**src/rtl/seq_mult_ctrl.sv**
```systemverilog
// Control FSM for the sequential 8x8 multiplier: sequences operand load, four
// nibble partial products and the accumulator, with a start/busy/done/ack handshake.
module seq_mult_ctrl #(
  parameter bit AUTO_ACK = 1'b0
) (
  input  logic       clk,
  input  logic       aclr_n,
  input  logic       start,
  input  logic       ack,
  output logic       busy,
  output logic       done,
  output logic [1:0] count,
  output logic [1:0] input_sel,
  output logic [1:0] shift_sel,
  output logic       op_load,
  output logic       acc_clr,
  output logic       acc_en,
  output logic       err
);

  typedef enum logic [1:0] {IDLE, LOAD, CALC, DONE} state_t;

  state_t     state, state_nx;
  logic [1:0] count_nx;
  logic       err_nx;
  logic [1:0] shift_nx;

  always_comb begin
    state_nx = IDLE;
    count_nx = '0;
    err_nx   = err;
    case (state)
      IDLE: begin
        if (start) begin
          state_nx = LOAD;
          err_nx   = 1'b0;
        end
      end
      LOAD: begin
        state_nx = CALC;
        err_nx   = err | start;
      end
      CALC: begin
        err_nx = err | start;
        if (count == 2'd3) begin
          state_nx = DONE;
        end else begin
          state_nx = CALC;
          count_nx = count + 2'd1;
        end
      end
      DONE: begin
        err_nx   = err | start;
        state_nx = (AUTO_ACK || ack) ? IDLE : DONE;
      end
      default: state_nx = IDLE;
    endcase
  end

  // Middle partial products (a_lo*b_hi, a_hi*b_lo) share the <<4 weight.
  always_comb begin
    case (count_nx)
      2'd0:    shift_nx = 2'b00;
      2'd3:    shift_nx = 2'b10;
      default: shift_nx = 2'b01;
    endcase
  end

  // Outputs are registered from the next-state decode so they track state exactly.
  always_ff @(posedge clk) begin
    if (!aclr_n) begin
      state     <= IDLE;
      count     <= '0;
      err       <= 1'b0;
      busy      <= 1'b0;
      done      <= 1'b0;
      op_load   <= 1'b0;
      acc_clr   <= 1'b0;
      acc_en    <= 1'b0;
      input_sel <= '0;
      shift_sel <= '0;
    end else begin
      state     <= state_nx;
      count     <= count_nx;
      err       <= err_nx;
      busy      <= (state_nx == LOAD) || (state_nx == CALC);
      done      <= (state_nx == DONE);
      op_load   <= (state_nx == LOAD);
      acc_clr   <= (state_nx == LOAD);
      acc_en    <= (state_nx == CALC);
      input_sel <= (state_nx == CALC) ? count_nx : 2'b00;
      shift_sel <= (state_nx == CALC) ? shift_nx : 2'b00;
    end
  end

endmodule

```
**config.mk**
```make
export PLATFORM = sky130hd
export DESIGN_NAME = seq_mult_ctrl
export DESIGN_NICKNAME = d
export VERILOG_FILES = /design/src/rtl/seq_mult_ctrl.sv
export SDC_FILE = /design/constraint.sdc
export NUM_CORES = 1
export LEC_CHECK = 0
export CORE_AREA = 2 2 39 41
export DETAILED_ROUTE_END_ITERATION = 10
export DIE_AREA = 0 0 41 43
export PLACE_DENSITY = 0.68
export SLEW_MARGIN = 20
export SYNTH_ARGS = -nofsm -noshare
export SYNTH_HDL_FRONTEND = slang
export SYNTH_SLANG_ARGS = --single-unit
export TNS_END_PERCENT = 100
```
**constraint.sdc**
```tcl
create_clock -name clk -period 5.2 [get_ports clk]
set_clock_uncertainty 0.2 [all_clocks]
set_input_delay 1.3 -clock clk [delete_from_list [all_inputs] [get_ports clk]]
set_output_delay 1.3 -clock clk [all_outputs]
set_load 0.05 [all_outputs]
```
==> Yosys cells after proc, flatten, opt, wreduce, memory -nomap -nowiden <==
Cells that the tools add are included.
{ "totals": {"in_bits": 4, "reg_bits": 13, "word_cells": 34} }
{ "op_classes": {"n_bitwise": 1, "addsub": 1, "eq_ne": 9, "n_reduce_logical": 5, "mux": 9} }
{ "op_table": {"columns": ["cell", "n"], "rows": [
  ["$eq 2x2->1 const B", 6],
  ["$pmux 2 s4", 1],
  ["$mux 2", 3],
  ["$eq 2x1->1 const B", 2],
  ["$logic_not 2->1", 2],
  ["$pmux 2 s2", 1],
  ["$mux 1", 3],
  ["$reduce_or 3->1", 1],
  ["$add 2x1->2 const B", 1],
  ["$ne 2x2->1 const B", 1],
  ["$pmux 1 s2", 1],
  ["$reduce_and 2->1", 1],
  ["$logic_or 1x1->1", 1],
  ["$or 1x1->1", 1]
]} }

==> Depth between registers and ports, before layout <==
Gate-level depths: netlist (run 1).
{ "depth": {"ltp_word": 5, "depth_mapped": 6, "mapped_depth_nobuf": 6} }

==> Least setup slack after synthesis (run 1) <==
No wires, ideal clock.
{ "synth_path": {"path_type": "register to output", "start": "reg acc_clr (netlist name)", "end": "out op_load", "required_ps": 3700, "n_path_buf": 1, "path_slack_ps": 2806, "stages_incl_launch_ff": 2, "arrival_ps": 894, "cell_sequence": "dfxtp_1 buf_4"} }
{ "synth_lines": {"columns": ["item", "line_no", "rtl"], "rows": [
  ["end: declaration", "15", "output logic op_load,"]
]} }

==> Worst setup path in the final report (run 1) <==
{ "layout_path": {"start": "reg count[0]", "end": "out count[0]"} }
{ "layout_lines": {"columns": ["item", "line_no", "rtl"], "rows": [
  ["start: declaration", "12", "output logic [1:0] count,"],
  ["start signal: assignment", "84", "count <= count_nx;"]
]} }
No word-level cell between the ends.

==> flow_summary.json, run 1 <==
{
  "synth.distinct_cells": 20,
  "diodes": 0,
  "period_needed_ps": 2970,
  "final-hold-violation-count": 0,
  "rr_endpoint": "input_sel[1]$_SDFF_PN0_",
  "grt_pass1_vias": 316,
  "start_util_pct": 37.1,
  "die_h_um": 43,
  "whs_ps": 302,
  "setup_viol": 0,
  "vias": 375,
  "required_ps": 3700,
  "drive_gt1_share_pct": 6.35,
  "yosysTopAreaCell": "dfxtp_1",
  "num_rows": 14,
  "cts_htree_levels": 1,
  "io_buffers": 15,
  "clkLatencyLatePin_ps": 270,
  "p_switching_uw": 62.0,
  "cts-root-buf": "clkbuf_4",
  "p_leak_nw": 0.303,
  "ant_nets": 0,
  "holdPathStages": 2,
  "cts.path.max_buffers": 2,
  "gp_congestion": 0.704,
  "boundaryPins": 16,
  "core_um2": 1380,
  "grt_antenna_before_repair": 0,
  "rrSetupSlack_ps": 3410,
  "wl_per_cell_um": 10.3,
  "nets": 73,
  "critical_path.max_fanout": 3,
  "drt-total-wl_um": 816,
  "crit_arrival_ps": 1470,
  "p_int_uw": 152,
  "cts.clk_slew.worst_paths_ps": 80,
  "critPathKind": "flop to output port",
  "yosysWarnings": 0,
  "crit_path_top_delay_cell": "clkdlybuf4s50_1",
  "layout_commonest_cell": "clkdlybuf4s50_1",
  "most-common-layout-cells": "clkdlybuf4s50_1 (15), dfxtp_1 (13), and2_1 (7), ha_1 (5)",
  "grt_max_degree": 11,
  "worstHoldEndpoint": "err$_SDFFE_PN0P_",
  "post_cts_resized": 0,
  "status": "finished clean",
  "fin_util_pct": 50.2,
  "setup_tns_ps": 0,
  "avgViaCountPerCell": 4.75,
  "syn_nets": 55,
  "drtIter0Drc": 8,
  "rsz0062_at_grt": "false",
  "critPathBufInv": 1,
  "path_cells": "clkdlybuf4s50_1",
  "fillCellCount": 150,
  "worstHoldStart": "err$_SDFFE_PN0P_",
  "p_clk_share_pct": 27.9,
  "start_kind": "flop",
  "wl_met3_um": 42,
  "gr-total-overflow": 0,
  "dieArea_um2": 1760,
  "avgSynthCellArea_um2": 11.2,
  "worstSetupEndpointType": "output port",
  "drc": 0,
  "drv_slew": 0,
  "cts_buffers": 3,
  "crit_family": "buffers and inverters",
  "cts_hold_buf": 0,
  "wl_met1_um": 356,
  "finalCritPeriodShare_pct": 57.1,
  "power_density_nw_per_um2": 308,
  "post_cts_buffers": 0,
  "grt_pass1_wl_um": 1330,
  "die_w_um": 41,
  "peakVddDrop_uv": 150,
  "wl_met2_um": 391,
  "switching_share_pct": 29.0,
  "grt_usage_pct": 12.4,
  "dr.pass1.iters": 4,
  "clock-sinks": 13,
  "synth.yosys.seq_area_share_pct": 50.7,
  "routed.top_layer": "met4",
  "p_comb_share_pct": 21.0,
  "synthesis.area_um2": 513,
  "ys_ff_latch": 13,
  "max_cap_viol_count": 0,
  "tritoncts": "yes",
  "max_freq_mhz": 337,
  "worst_pin_slew_ps": 491,
  "place_hpwl_um": 607,
  "synth_top_area_share_pct": 50.7,
  "slew_headroom_pct": 67.1,
  "rr_startpoint": "count[0]$_SDFF_PN0_",
  "cp_slowest_stage_delay_ps": 820,
  "synth_area_leaders": "dfxtp_1 (51%), ha_1 (12%), and2_1 (8.5%)",
  "layout-area-overhead-vs-synth_pct": 35.4,
  "p_seq_share_pct": 51.1,
  "syn_inst": 46,
  "hold_path.class": "flop to flop",
  "rr_worst_depth": 6
}
## cells in the mapped netlist
master and number:
dfxtp_1 13, and2_1 7, ha_1 5, nor2_1 3, and3_1 2, buf_4 2
a211oi_1 1, a32o_1 1, a32oi_1 1, a41o_1 1, and3b_1 1, inv_1 1
nand2_1 1, nand3_1 1, nor2b_1 1, nor3b_1 1, nor4b_2 1, nor4bb_1 1
o21ai_0 1, or2_1 1
## final cells by class
| class | instances | area, µm² | share of cell area (%) |
|---|---|---|---|
| Sequential cell | 13 | 260 | 37.5 |
| Timing Repair Buffer | 15 | 150 | 21.6 |
| Clock buffer | 4 | 26.3 | 3.78 |
| Multi-Input combinational cell | 30 | 234 | 33.7 |
| Inverter | 1 | 3.75 | 0.541 |
| Tap cell | 16 | 20.0 | 2.88 |
## flip-flops by register name, indices dropped and copies added (netlist names)
register	count
state	2
busy	1
count	2
err	1
input_sel	2
done	1
shift_sel	2
acc_clr	1
acc_en	1
## power by group through the flow
stage	clock network (mW)	registers, mW	logic [mW]
finish	0.0597	0.109	0.0448
global placement	0	0.111	0.0448
detailed placement	0	0.112	0.0451
global route	0.0691	0.110	0.0488
floorplan	0	0.125	0.0180
CTS	0.0636	0.109	0.0452
## kinds of logic (layout without fill, tap and decap cells)
family / count (synthesis) / after routing / synth area share, %
simple gates: 20 / 20 / 25.4
flops: 13 / 13 / 50.7
fa+ha+maj: 5 / 5 / 12.2
compound gates: 5 / 5 / 8.05
buf+inv: 3 / 20 / 3.66
## how the worst max path moves through the flow
stage / start / endpoint / slack, ps / cells past startpoint
floorplan: acc_clr$_SDFF_PN0_ / op_load / 2810 / 1
global placement: ack / input_sel[0]$_SDFF_PN0_ / 2330 / 6
detailed placement: ack / input_sel[1]$_SDFF_PN0_ / 2310 / 6
CTS: count[0]$_SDFF_PN0_ / count[0] / 2210 / 1
global route: count[0]$_SDFF_PN0_ / count[0] / 2180 / 1
finish: count[0]$_SDFF_PN0_ / count[0] / 2230 / 1
## layer usage
metal | global-route usage, % | vias to the layer above
li1 | - | 195
met3 | 3.14 | 2
met5 | 0 | -
met1 | 14.5 | 166
met2 | 16.3 | 12
met4 | 14.0 | 0
## metrics by stage
step | instance area, µm² | instances | power, mW | setup slack, ps
finish | 694 | 79 | 0.214 | 2230
floorplan | 513 | 46 | 0.143 | 2810
detailed placement | 668 | 75 | 0.157 | 2310
global placement | 668 | 75 | 0.156 | 2330
global route | 694 | 79 | 0.228 | 2180
CTS | 694 | 79 | 0.218 | 2210
Note: power is estimated with default switching activity, not from simulation.
==> run 2: changes to the inputs <==
- CORE_AREA: 2 2 39 41 -> not set
- CORE_MARGIN: not set -> 2
- CORE_UTILIZATION: not set -> 38
- DIE_AREA: 0 0 41 43 -> not set
- PLACE_DENSITY: 0.68 -> 0.7
- clock period: 5.2 -> 2.6 ns (I/O delays scaled with it)
==> run 2 against run 1 <==
- worst hold slack gained 2.9 ps
- cell count shrank 1.3%
- power grew 100%
- worst setup slack lost 1900 ps
- sequential cell count is the same
- global-route usage grew 1.2 points
- sequential share of layout area grew 0.068 points
- design area shrank 0.18%
- non-clock buffer count is the same
==> flow_summary.json, run 2 (synthesis results as in run 1) <==
{
  "post_cts_buffers": 0,
  "worst_pin_slew_ps": 489,
  "grt_max_degree": 11,
  "most-common-layout-cells": "clkdlybuf4s50_1 (15), dfxtp_1 (13), and2_1 (7), ha_1 (5)",
  "dieArea_um2": 1660,
  "gp_congestion": 0.793,
  "io_buffers": 15,
  "clock-sinks": 13,
  "cts-root-buf": "clkbuf_4",
  "clkLatencyLatePin_ps": 270,
  "cts_hold_buf": 0,
  "rsz0062_at_grt": "false",
  "drtIter0Drc": 1,
  "peakVddDrop_uv": 442,
  "max_cap_viol_count": 0,
  "place_hpwl_um": 579,
  "status": "finished clean",
  "cts_htree_levels": 1,
  "wl_per_cell_um": 9.62,
  "dr.pass1.iters": 3,
  "diodes": 0,
  "nets": 73,
  "required_ps": 1750,
  "layout-area-overhead-vs-synth_pct": 35.1,
  "fin_util_pct": 53.9,
  "avgViaCountPerCell": 4.74,
  "die_h_um": 40.7,
  "cp_slowest_stage_delay_ps": 820,
  "final-hold-violation-count": 0,
  "gr-total-overflow": 0,
  "grt_antenna_before_repair": 0,
  "crit_path_top_delay_cell": "clkdlybuf4s50_1",
  "cts.clk_slew.worst_paths_ps": 70,
  "crit_family": "buffers and inverters",
  "whs_ps": 305,
  "ant_nets": 0,
  "cts.path.max_buffers": 2,
  "critPathKind": "flop to output port",
  "drc": 0,
  "period_needed_ps": 2310,
  "place_area_um2": 667,
  "start_util_pct": 39.9,
  "grt_usage_pct": 13.7,
  "drv_slew": 0,
  "max_freq_mhz": 433,
  "boundaryPins": 16,
  "vias": 370,
  "cts_buffers": 3,
  "tritoncts": "yes",
  "grt_pass1_vias": 319,
  "grt_pass1_wl_um": 1320,
  "critPathBufInv": 1,
  "p_leak_nw": 0.303,
  "slew_headroom_pct": 67.3,
  "setup_tns_ps": 0,
  "finalCritPeriodShare_pct": 88.8,
  "final_area_um2": 693,
  "hold_path.class": "flop to flop",
  "path_cells": "clkdlybuf4s50_1",
  "num_rows": 13,
  "worstSetupEndpointType": "output port",
  "die_w_um": 40.7,
  "layout_commonest_cell": "clkdlybuf4s50_1",
  "critical_path.max_fanout": 3,
  "power_density_nw_per_um2": 616,
  "core_um2": 1280,
  "setup_viol": 0,
  "post_cts_resized": 0,
  "drt-total-wl_um": 750,
  "drive_gt1_share_pct": 6.35,
  "crit_arrival_ps": 1460,
  "start_kind": "flop"
}
==> run 2: layout make-up <==
cell class / instances / area, µm²
Inverter: 1 / 3.75
Fill cell: 133 / 592
Multi-Input combinational cell: 30 / 234
Tap cell: 15 / 18.8
Sequential cell: 13 / 260
Timing Repair Buffer: 15 / 150
Clock buffer: 4 / 26.3
==> run 2: per-stage QoR <==
stage | power (mW) | worst slack (ps) | instances
finish | 0.427 | 291 | 78
global route | 0.456 | 224 | 78
CTS | 0.436 | 271 | 78
detailed placement | 0.313 | 359 | 74
global placement | 0.313 | 390 | 74
floorplan | 0.285 | 653 | 46
==> run 2: layer usage <==
metal | track usage, % | up-vias | wire length [µm] | share of wire, %
met5 | 0 | - | 0 | 0
met4 | 10.0 | 0 | 21 | 2.8
met3 | 9.78 | 4 | 76 | 10
met2 | 19.0 | 17 | 318 | 42
met1 | 14.1 | 154 | 334 | 45
li1 | - | 195 | - | -
==> run 2: worst paths after layout <==
path / cells past startpoint / slack (ps) / end / start
setup / recovery: 1 / 290 / count[0] / count[0]$_SDFF_PN0_
setup reg to reg: 6 / 840 / input_sel[0]$_SDFF_PN0_ / count[0]$_SDFF_PN0_
hold / removal: 2 / 300 / err$_SDFFE_PN0P_ / err$_SDFFE_PN0P_
hold reg to reg: 2 / 300 / err$_SDFFE_PN0P_ / err$_SDFFE_PN0P_
==> run 2: power by group <==
group	internal [mW]	switching, mW
clock network	0.0595	0.0602
registers	0.210	0.00783
logic	0.0341	0.0552
total	0.304	0.123
==> run 3: changes to the inputs <==
- CAP_MARGIN: not set -> 20
==> results of run 3 <==
No change in the layout: final DEF, timing and power equal those of run 2.
==> patch (settings of run 1) <==
`AUTO_ACK`: 1'b0 -> 1'b1.
--- a/src/rtl/seq_mult_ctrl.sv
+++ b/src/rtl/seq_mult_ctrl.sv
@@ -2,5 +2,5 @@
 // nibble partial products and the accumulator, with a start/busy/done/ack handshake.
 module seq_mult_ctrl #(
-  parameter bit AUTO_ACK = 1'b0
+  parameter bit AUTO_ACK = 1'b1
 ) (
   input  logic       clk,
Formal check against the unedited RTL: not equivalent (Yosys sat finds a counterexample within 10 cycles, from zero or initial values).
==> patch against run 1 <==
- cell area rose by 0.36%
- sequential share of layout area fell by 0.13 points
- power fell by 0.38%
- setup slack got worse by 0.027 ns
- wire length fell by 11%
- highest routed layer unchanged
- synthesized area rose by 2.0%
- sequential cell count did not move
- register-to-register slack improved by 0.02 ns
- critical path type unchanged
- non-clock buffer count fell by 1
- combinational power rose by 4%
- utilization rose by 0.18 points
==> patch: results (changes against run 1) <==
[cts]
cts_made_buffers = 3  ; unchanged
clk_path_buf_depth = 2  ; unchanged
clock-root-buffer = clkbuf_4
post-cts-setup-buffers = 0  ; unchanged
cts.repair.resized = 0  ; unchanged
h-tree-depth = 1  ; unchanged
clk_latency_ns = 0.27  ; about the same
clk_pin_slew_ns = 0.08  ; about the same

[pwr]
power_density_mw_per_mm2 = 305  ; -0.73%
swShare_pct = 28.3  ; -0.65 points
powerComb_w = 0.0000464  ; +4%
ir_drop_mv = 0.198  ; +32%
seqPwrFrac_pct = 50.5  ; -0.6 points
power.leakage_nw = 0.319  ; +5.5%

[placement]
io_buffer_count = 14  ; -1
place_area_sq_um = 671  ; +0.37%
hpwl_microns = 569  ; -6.2%
post-place-cells = 74  ; -1.3%
pre_cts_ws_ns = 2.34  ; +0.0370 ns
gp_congestion = 0.581  ; -17%

[route]
first_pass_iters = 4  ; unchanged
wirelength_microns = 725  ; -11%
drtIter0Drc = 3  ; -5
wl_per_cell_microns = 9.29  ; -10%
top_layer = met4
vias_per_cell = 4.42  ; -6.8%
wl_met3_microns = 42  ; unchanged
dr_wl_met2_microns = 359  ; -8.2%
drt-met1-wl_microns = 314  ; -12%
drc_errors = 0  ; unchanged

[worst_setup_path]
path_delay_family = buffers and inverters
cp_slowest_stage_delay_ns = 0.83
cpMaxStageDelayCell = clkdlybuf4s50_1

[worst_hold_path]
min_path_type = reg -> reg

[synth]
synthAdderAreaFrac_pct = 19.1  ; +6.9 points
synth_compound_area_share_pct = 3.35  ; -4.7 points
ys_top_cells_by_area = dfxtp_1 50%, ha_1 19%, and2_1 9.6%, nor3b_4 3.6%, and3_1 2.4%
synth_mux_area_share_pct = 0  ; unchanged
synthCells = 46  ; unchanged
ys_types = 15  ; -25%
ys.flop_type = dfxtp_1
yosysSeqAreaShare_pct = 49.8  ; -0.97 points
synth_xor_area_share_pct = 0  ; unchanged
syn-num-nets = 58  ; +5.5%
synthArstFlopShare_pct = 0  ; unchanged
synth_common_cells = 13 x dfxtp_1, 8 x and2_1, 8 x ha_1

[finish]
fin_nets = 75  ; +2.7%
antenna_cells = 0  ; unchanged
drive_gt1_share_pct = 9.68  ; +3.3 points

[run_status]
outcome = completed

[timing]
worst_pin_slew_ns = 0.496  ; +0.00489 ns

[global_route]
antenna_found_initial = 0  ; unchanged
track_usage_pct = 10.4  ; -2.1 points
grt_pass1_wl_microns = 1150  ; -13%
gr-usage-met2_pct = 13.1  ; -3.1 points
grt_pass1_vias = 296  ; -6.3%
use_met3_pct = 3.14  ; unchanged
use_met1_pct = 12.1  ; -2.5 points
grt_max_degree = 12  ; +1

==> patch: cell count changes in the layout (fill, tap and decap cells not counted), sizes merged, moves of 2 or more <==
cell | before | now
and2 | 7 | 9
ha | 5 | 8
inv | 1 | 3
nand2 | 1 | 3
nor2 | 3 | 0
==> patch: path summary, 6_finish.rpt <==
check                      startpoint  cells past startpoint  slack, ns                      end
setup / recovery  count[0]$_SDFF_PN0_                      1       2.20                 count[0]
hold / removal       err$_SDFFE_PN0P_                      1       0.33         err$_SDFFE_PN0P_
setup reg to reg  state[1]$_SDFF_PN0_                      7       3.43  input_sel[1]$_SDFF_PN0_
hold reg to reg      err$_SDFFE_PN0P_                      1       0.33         err$_SDFFE_PN0P_
==> patch: area by class of cell <==
class | instances | area [sq um]
clock buffers | 4 | 26.3
well taps | 16 | 20.0
fillers | 150 | 687
flip-flops and latches | 13 | 260
multi-input cells | 28 | 239
repair buffers | 14 | 140
inverters | 3 | 11.3
